### src/rtl/match_sweeper.sv
// Re-issues DNA pattern searches until the region is exhausted, storing every hit in a small buffer.
// go -> srch_ready next cycle; srch_done -> next srch_ready two cycles later; one search outstanding, no flow control.
module match_sweeper #(
    parameter int MAX_HITS   = 8,
    parameter int WAIT_LIMIT = 1023
) (
    input  logic                          clock,
    input  logic                          reset_N,
    input  logic                          go,
    input  logic                          abort,
    input  logic [15:0]                   region_start,
    input  logic [15:0]                   region_length,
    input  logic [11:0]                   pattern_start,
    output logic                          srch_ready,
    output logic [15:0]                   srch_dna_start,
    output logic [15:0]                   srch_dna_length,
    output logic [11:0]                   srch_pattern_start,
    input  logic                          srch_done,
    input  logic                          srch_found_it,
    input  logic                          srch_error,
    input  logic [15:0]                   srch_found_location,
    output logic [$clog2(MAX_HITS+1)-1:0] hit_count,
    input  logic [$clog2(MAX_HITS)-1:0]   rd_idx,
    output logic [15:0]                   rd_loc,
    output logic                          sweep_done,
    output logic                          sweep_error,
    output logic                          overflow
);
    localparam int HCW = $clog2(MAX_HITS + 1);
    localparam int RIW = $clog2(MAX_HITS);
    localparam int WCW = $clog2(WAIT_LIMIT + 1);

    typedef enum logic [2:0] {
        IDLE   = 3'd0,
        ISSUE  = 3'd1,
        WAIT   = 3'd2,
        RECORD = 3'd3,
        DONE   = 3'd4
    } state_t;

    state_t         state;
    state_t         state_nxt;
    logic [15:0]    cur_start;
    logic [15:0]    region_end;
    logic [WCW-1:0] wait_cnt;
    logic           cap_found;
    logic           cap_error;
    logic [15:0]    cap_loc;
    logic [15:0]    hit_mem [MAX_HITS];

    logic           start_sweep;
    logic           wait_timeout;
    logic           hits_full;
    logic           rec_active;
    logic           rec_store;
    logic           rec_continue;
    logic [15:0]    next_start;

    assign start_sweep  = ((state == IDLE) || (state == DONE)) && go && !abort;
    assign wait_timeout = (state == WAIT) && !srch_done && (wait_cnt == WCW'(WAIT_LIMIT - 1));
    assign hits_full    = (hit_count == HCW'(MAX_HITS));
    assign rec_active   = (state == RECORD) && !abort;
    assign rec_store    = cap_found && !cap_error && !hits_full;
    assign next_start   = cap_loc + 16'd1;
    // Location FFFF would wrap next_start to 0 and look like an in-range restart.
    assign rec_continue = rec_store && (cap_loc != 16'hFFFF) && (next_start < region_end);

    always_ff @(posedge clock) begin
        if (!reset_N) begin
            state <= IDLE;
        end else begin
            state <= state_nxt;
        end
    end

    always_comb begin
        state_nxt = state;
        if (abort && (state != IDLE)) begin
            state_nxt = IDLE;
        end else begin
            case (state)
                IDLE, DONE: begin
                    if (go) begin
                        state_nxt = (region_length == 16'd0) ? DONE : ISSUE;
                    end
                end
                ISSUE: state_nxt = WAIT;
                WAIT: begin
                    if (srch_done) begin
                        state_nxt = RECORD;
                    end else if (wait_timeout) begin
                        state_nxt = DONE;
                    end
                end
                RECORD:  state_nxt = rec_continue ? ISSUE : DONE;
                default: state_nxt = IDLE;
            endcase
        end
    end

    assign srch_ready      = (state == ISSUE);
    assign sweep_done      = (state == DONE);
    assign srch_dna_start  = cur_start;
    assign srch_dna_length = region_end;

    always_ff @(posedge clock) begin
        if (!reset_N) begin
            cur_start          <= '0;
            region_end         <= '0;
            srch_pattern_start <= '0;
            hit_count          <= '0;
            sweep_error        <= 1'b0;
            overflow           <= 1'b0;
            wait_cnt           <= '0;
            cap_found          <= 1'b0;
            cap_error          <= 1'b0;
            cap_loc            <= '0;
        end else begin
            if (start_sweep) begin
                cur_start          <= region_start;
                region_end         <= region_start + region_length;
                srch_pattern_start <= pattern_start;
                hit_count          <= '0;
                sweep_error        <= 1'b0;
                overflow           <= 1'b0;
            end

            if (state == ISSUE) begin
                wait_cnt <= '0;
            end else if (state == WAIT) begin
                wait_cnt <= wait_cnt + WCW'(1);
            end

            if ((state == WAIT) && srch_done) begin
                cap_found <= srch_found_it;
                cap_error <= srch_error;
                cap_loc   <= srch_found_location;
            end

            if (wait_timeout && !abort) begin
                sweep_error <= 1'b1;
            end

            if (rec_active) begin
                if (cap_error) begin
                    sweep_error <= 1'b1;
                end else if (cap_found && hits_full) begin
                    overflow <= 1'b1;
                end else if (rec_store) begin
                    hit_count <= hit_count + HCW'(1);
                end
                if (rec_continue) begin
                    cur_start <= next_start;
                end
            end
        end
    end

    // Buffer needs no reset: entries at or above hit_count are never readable.
    always_ff @(posedge clock) begin
        if (rec_active && rec_store) begin
            hit_mem[hit_count[RIW-1:0]] <= cap_loc;
        end
    end

    always_comb begin
        rd_loc = '0;
        if (HCW'(rd_idx) < hit_count) begin
            rd_loc = hit_mem[rd_idx];
        end
    end
endmodule

### config.mk
export PLATFORM = sky130hd
export DESIGN_NAME = match_sweeper
export DESIGN_NICKNAME = d
export VERILOG_FILES = /design/src/rtl/match_sweeper.sv
export SDC_FILE = /design/constraint.sdc
export NUM_CORES = 1
export LEC_CHECK = 0
export BUFFER_PORTS_ARGS = -buffer_cell sky130_fd_sc_hd__buf_2
export CAP_MARGIN = 20
export CELL_PAD_IN_SITES_DETAIL_PLACEMENT = 1
export CELL_PAD_IN_SITES_GLOBAL_PLACEMENT = 2
export CORE_MARGIN = 2
export CORE_UTILIZATION = 30
export CTS_BUF_LIST = sky130_fd_sc_hd__clkbuf_4
export CTS_CLUSTER_DIAMETER = 40
export CTS_CLUSTER_SIZE = 25
export DETAILED_ROUTE_END_ITERATION = 12
export PLACE_DENSITY = 0.7
export SYNTH_ARGS = -nofsm -noshare
export SYNTH_HDL_FRONTEND = slang
export SYNTH_SLANG_ARGS = --single-unit
### constraint.sdc
create_clock -name clock -period 7 [get_ports clock]
set_clock_uncertainty 0.15 [all_clocks]
set_input_delay 0.35 -clock clock [delete_from_list [all_inputs] [get_ports clock]]
set_output_delay 0.35 -clock clock [all_outputs]
set_load 0.05 [all_outputs]
==> PnR_summary.wiki <==
{| class="wikitable"
! Metric !! Value
|-
| Result of the run || complete, no violations
|-
| Count of flip-flops with a built-in enable after synthesis || 128
|-
| Max-slew violation total from the final report || 0
|-
| Via/cell ratio || 4.81
|-
| Count of cells along the worst hold path || 4
|-
| Critical Path AT || 4150 ps
|-
| Highest clock rate || 268 MHz
|-
| Leading cell type in the layout, fill and taps excluded || sky130_fd_sc_hd__buf_2
|-
| Count of mapped cells out of synthesis || 806
|-
| DRT Wirelength || 27.0 mm
|-
| Commonest non-fill, non-tap cells in the layout || sky130_fd_sc_hd__buf_2 (137), sky130_fd_sc_hd__edfxtp_1 (128), sky130_fd_sc_hd__nand2_1 (95), sky130_fd_sc_hd__dfxtp_1 (81), sky130_fd_sc_hd__dlygate4sd3_1 (55)
|-
| Width of the chip || 185 µm
|-
| Effective utilization at floorplan || 0.304
|-
| Async set-or-reset flop fraction in the synthesized netlist || 0
|-
| Setup CP Type || reg -> reg
|-
| GRT overflow || 0
|-
| # placed instances || 1355
|-
| Cell area power density || 252 nW/µm²
|-
| Clock sink count || 209
|-
| Top delay family on crit path || simple AND/OR/NAND/NOR gates
|-
| Fraction of the yosys area taken by sequential cells || 0.554
|-
| Minimum period implied by the final worst setup slack || 3740 ps
|-
| Total I/O pin count || 138
|-
| Largest stage delay on the critical path || 620 ps
|-
| Detailed placement HPWL || 18.4 mm
|-
| Number of setup buffers added after CTS || 0
|-
| Clock tree from TritonCTS || built
|-
| GPL Wtd Cong || 0.760
|-
| Final Worst Setup Slack || 3260 ps
|-
| End point of the worst hold path || state[2]
|-
| Initial antenna violation count || 2
|-
| Fill cell total of the finished layout || 3565
|-
| First-pass GRT wire length || 42.0 mm
|-
| Post-synth cell types || 66
|-
| Max rail drop VDD || 0.0965 mV
|-
| Number of setup violations in the final report || 0
|-
| Total number of vias || 7056
|-
| Standby leakage power || 4.44 nW
|-
| Final Instance Count excl. Fillers || 1466
|-
| Buffers on Ports || 137
|-
| Final hold slack || 65.9 ps
|-
| Area of the core || 32500 µm²
|-
| Relative slew slack || 0.279
|-
| Source of the worst hold timing path || srch_done
|-
| Crit-path cells || ha_1 -> nand4_1 -> or2_0 -> nor3_1 -> xor2_1 -> ha_1 -> o21ai_0 -> nor2_1 -> nor4_4 -> o311a_2 -> nand2_4 -> o311a_2
|-
| Flops & latches, synth || 209
|-
| Buffers & Inverters on Critical Path || 0
|-
| Final Hold Viols || 0
|-
| Required arrival time at the worst endpoint || 7420 ps
|-
| Global-route usage over all layers || 0.158
|-
| Drt drc || 0
|-
| Bufs on Longest Clock Path || 3
|-
| Primary FF master, synth || sky130_fd_sc_hd__edfxtp_1
|-
| Number of global-route vias before repair || 7485
|-
| Kind of end point of the critical path || register
|-
| Routed Antenna Nets || 0
|-
| Reg2reg start || cap_loc[0]
|-
| Maximum number of pins on one net before global-route repair || 81
|-
| Place WS || 3110 ps
|-
| Synthesized Nets || 914
|-
| Vert. Die Dim || 185 µm
|-
| Peak fanout along the critical path || 15
|-
| Power Total || 3.06 mW
|-
| Critical path's slowest cell || sky130_fd_sc_hd__dfxtp_1
|-
| Drt first-iter violations || 289
|-
| Row cnt || 66
|-
| Worst Reg2Reg Path Length in Cells || 12
|-
| RSZ-0062 raised after global routing || no
|-
| Post-Syn Area per Cell || 12.2 µm²
|-
| Measured slew at the worst slew-check pin || 1080 ps
|-
| Startpoint Class || register
|-
| Area growth from synthesis to final layout || 23.0%
|-
| Hold crit path type || in -> reg
|-
| Max-capacitance violation count || 0
|-
| DR WL/cell || 18.4 µm
|-
| Number of nets in the final layout || 1109
|-
| Die ar. || 34400 µm²
|-
| Root Buffer Master || sky130_fd_sc_hd__clkbuf_4
|-
| Setup slack of the worst register-to-register path || 3260 ps
|-
| Number of H-tree levels || 1
|-
| Yosys synthesis warning count || 0
|-
| Netlist area before placement || 9870 µm²
|-
| Critical register-to-register path endpoint || srch_dna_start[2]
|-
| Detailed-routing iteration count for the pre-antenna-repair pass || 4
|-
| Final-layout setup total negative slack || 0 ps
|-
| Final clock period utilization by the worst path || 0.534
|-
| Clk Latency, worst-skew pair || 700 ps
|-
| Register clock-pin slew on the reported worst setup and hold paths || 110 ps
|-
| Fraction of final layout cells sized beyond drive strength 1 || 0.256
|-
| Num CTS Buffers || 29
|}
-- kinds of logic (layout without fill, tap and decap cells) --
logic type / after synthesis / count (layout) / share of synthesized area
flip-flops: 209 / 209 / 0.554
AO/OA/AOI/OAI: 151 / 151 / 0.113
adder cells (fa/ha/maj): 38 / 38 / 0.0490
buffers and inverters: 70 / 287 / 0.0302
XOR/XNOR: 27 / 27 / 0.0240
other: 0 / 1 / 0
multiplexers: 65 / 65 / 0.107
AND/OR/NAND/NOR: 246 / 246 / 0.123
-- layer usage --
metal | GRT usage | part of all wire | up-vias
met5 | 0 | 0.00044 | -
met4 | 0.0390 | 0.020 | 2
met3 | 0.0230 | 0.039 | 42
met2 | 0.268 | 0.48 | 138
met1 | 0.212 | 0.46 | 3440
li1 | - | - | 3434
-- cells in the mapped netlist (2+ instances only) --
master,n,area [µm²]
sky130_fd_sc_hd__nor2b_1,5,31.3
sky130_fd_sc_hd__o311a_2,6,67.6
sky130_fd_sc_hd__and3_1,5,31.3
sky130_fd_sc_hd__and2_1,7,43.8
sky130_fd_sc_hd__o211a_1,3,30.0
sky130_fd_sc_hd__o311a_1,12,120
sky130_fd_sc_hd__inv_1,29,109
sky130_fd_sc_hd__buf_6,2,22.5
sky130_fd_sc_hd__buf_2,15,75.1
sky130_fd_sc_hd__nand2b_1,9,56.3
sky130_fd_sc_hd__nor2_1,47,176
sky130_fd_sc_hd__o21ai_0,24,120
sky130_fd_sc_hd__a21o_1,4,30.0
sky130_fd_sc_hd__a21boi_0,34,255
sky130_fd_sc_hd__a31oi_1,2,12.5
sky130_fd_sc_hd__mux4_2,32,721
sky130_fd_sc_hd__a21oi_1,22,110
sky130_fd_sc_hd__xor2_1,12,105
sky130_fd_sc_hd__nor3b_1,3,22.5
sky130_fd_sc_hd__mux2i_1,33,330
sky130_fd_sc_hd__or3_1,5,31.3
sky130_fd_sc_hd__a211o_1,3,26.3
sky130_fd_sc_hd__o211ai_1,4,30.0
sky130_fd_sc_hd__nand4b_1,2,17.5
sky130_fd_sc_hd__xnor2_1,15,131
sky130_fd_sc_hd__a211oi_1,9,67.6
sky130_fd_sc_hd__nand4_1,12,75.1
sky130_fd_sc_hd__dfxtp_1,81,1620
sky130_fd_sc_hd__clkbuf_1,22,82.6
sky130_fd_sc_hd__nor4_1,4,25.0
sky130_fd_sc_hd__o31ai_1,16,120
sky130_fd_sc_hd__nand3_1,26,130
sky130_fd_sc_hd__ha_1,37,463
sky130_fd_sc_hd__or2_2,2,12.5
sky130_fd_sc_hd__edfxtp_1,128,3840
sky130_fd_sc_hd__nor3_1,10,50.1
sky130_fd_sc_hd__nand2_1,95,357
-- final cells by class --
| type | count | area [µm²] | share of cell area |
|---|---|---|---|
| inverters | 29 | 109 | 0.00897 |
| clock buffers | 32 | 240 | 0.0198 |
| repair buffers | 205 | 1350 | 0.111 |
| well taps | 442 | 553 | 0.0456 |
| diodes | 1 | 2.50 | 0.000206 |
| multi-input cells | 527 | 4150 | 0.342 |
| clock inverters | 21 | 270 | 0.0223 |
| flip-flops and latches | 209 | 5470 | 0.451 |
-- report_power, final --
| part | switching, mW | leakage [nW] | internal, mW |
|---|---|---|---|
| Combinational | 0.470 | 2.40 | 0.249 |
| Clock | 0.496 | 0.264 | 0.403 |
| Sequential | 0.0777 | 1.77 | 1.37 |
| Total | 1.04 | 4.44 | 2.02 |
-- worst min-delay path, stage by stage --
cell	delay (ps)
sky130_fd_sc_hd__buf_2	100
sky130_fd_sc_hd__nor2b_1	70
sky130_fd_sc_hd__a211oi_1	240
sky130_fd_sc_hd__a211oi_1	90
-- worst max-delay path by stage --
stage	from	to	slack [ps]	cells after the start
after floorplan	hit_count[1]	hit_mem[1][0]	3620	6
after CTS	cap_loc[0]	state[2]	3070	10
after detailed placement	cap_loc[0]	state[2]	3110	10
after global routing	cap_loc[0]	srch_dna_start[3]	3020	12
after global placement	cap_loc[0]	state[2]	3140	10
final	cap_loc[0]	srch_dna_start[2]	3260	12
-- sequential cells by signal, summed over array words and instances (netlist names) --
name / cells
hit_mem: 128
cap_loc: 16
srch_dna_length: 16
srch_dna_start: 16
srch_pattern_start: 12
wait_cnt: 10
hit_count: 4
state: 3
cap_error: 1
cap_found: 1
overflow: 1
sweep_error: 1
-- per-stage QoR --
stage	util	area, µm²
after floorplan	-	9870
after global placement	0.340	11000
after detailed placement	0.340	11000
after CTS	0.373	12100
after global routing	0.374	12100
final	0.374	12100
-- what timing repair did --
item,in CTS,in global routing
endpoints found under the hold margin,56,0
resized for setup,0,0
endpoints found under the setup margin,0,0
hold buffers,55,0
Note: power is estimated with default switching activity, not from simulation.
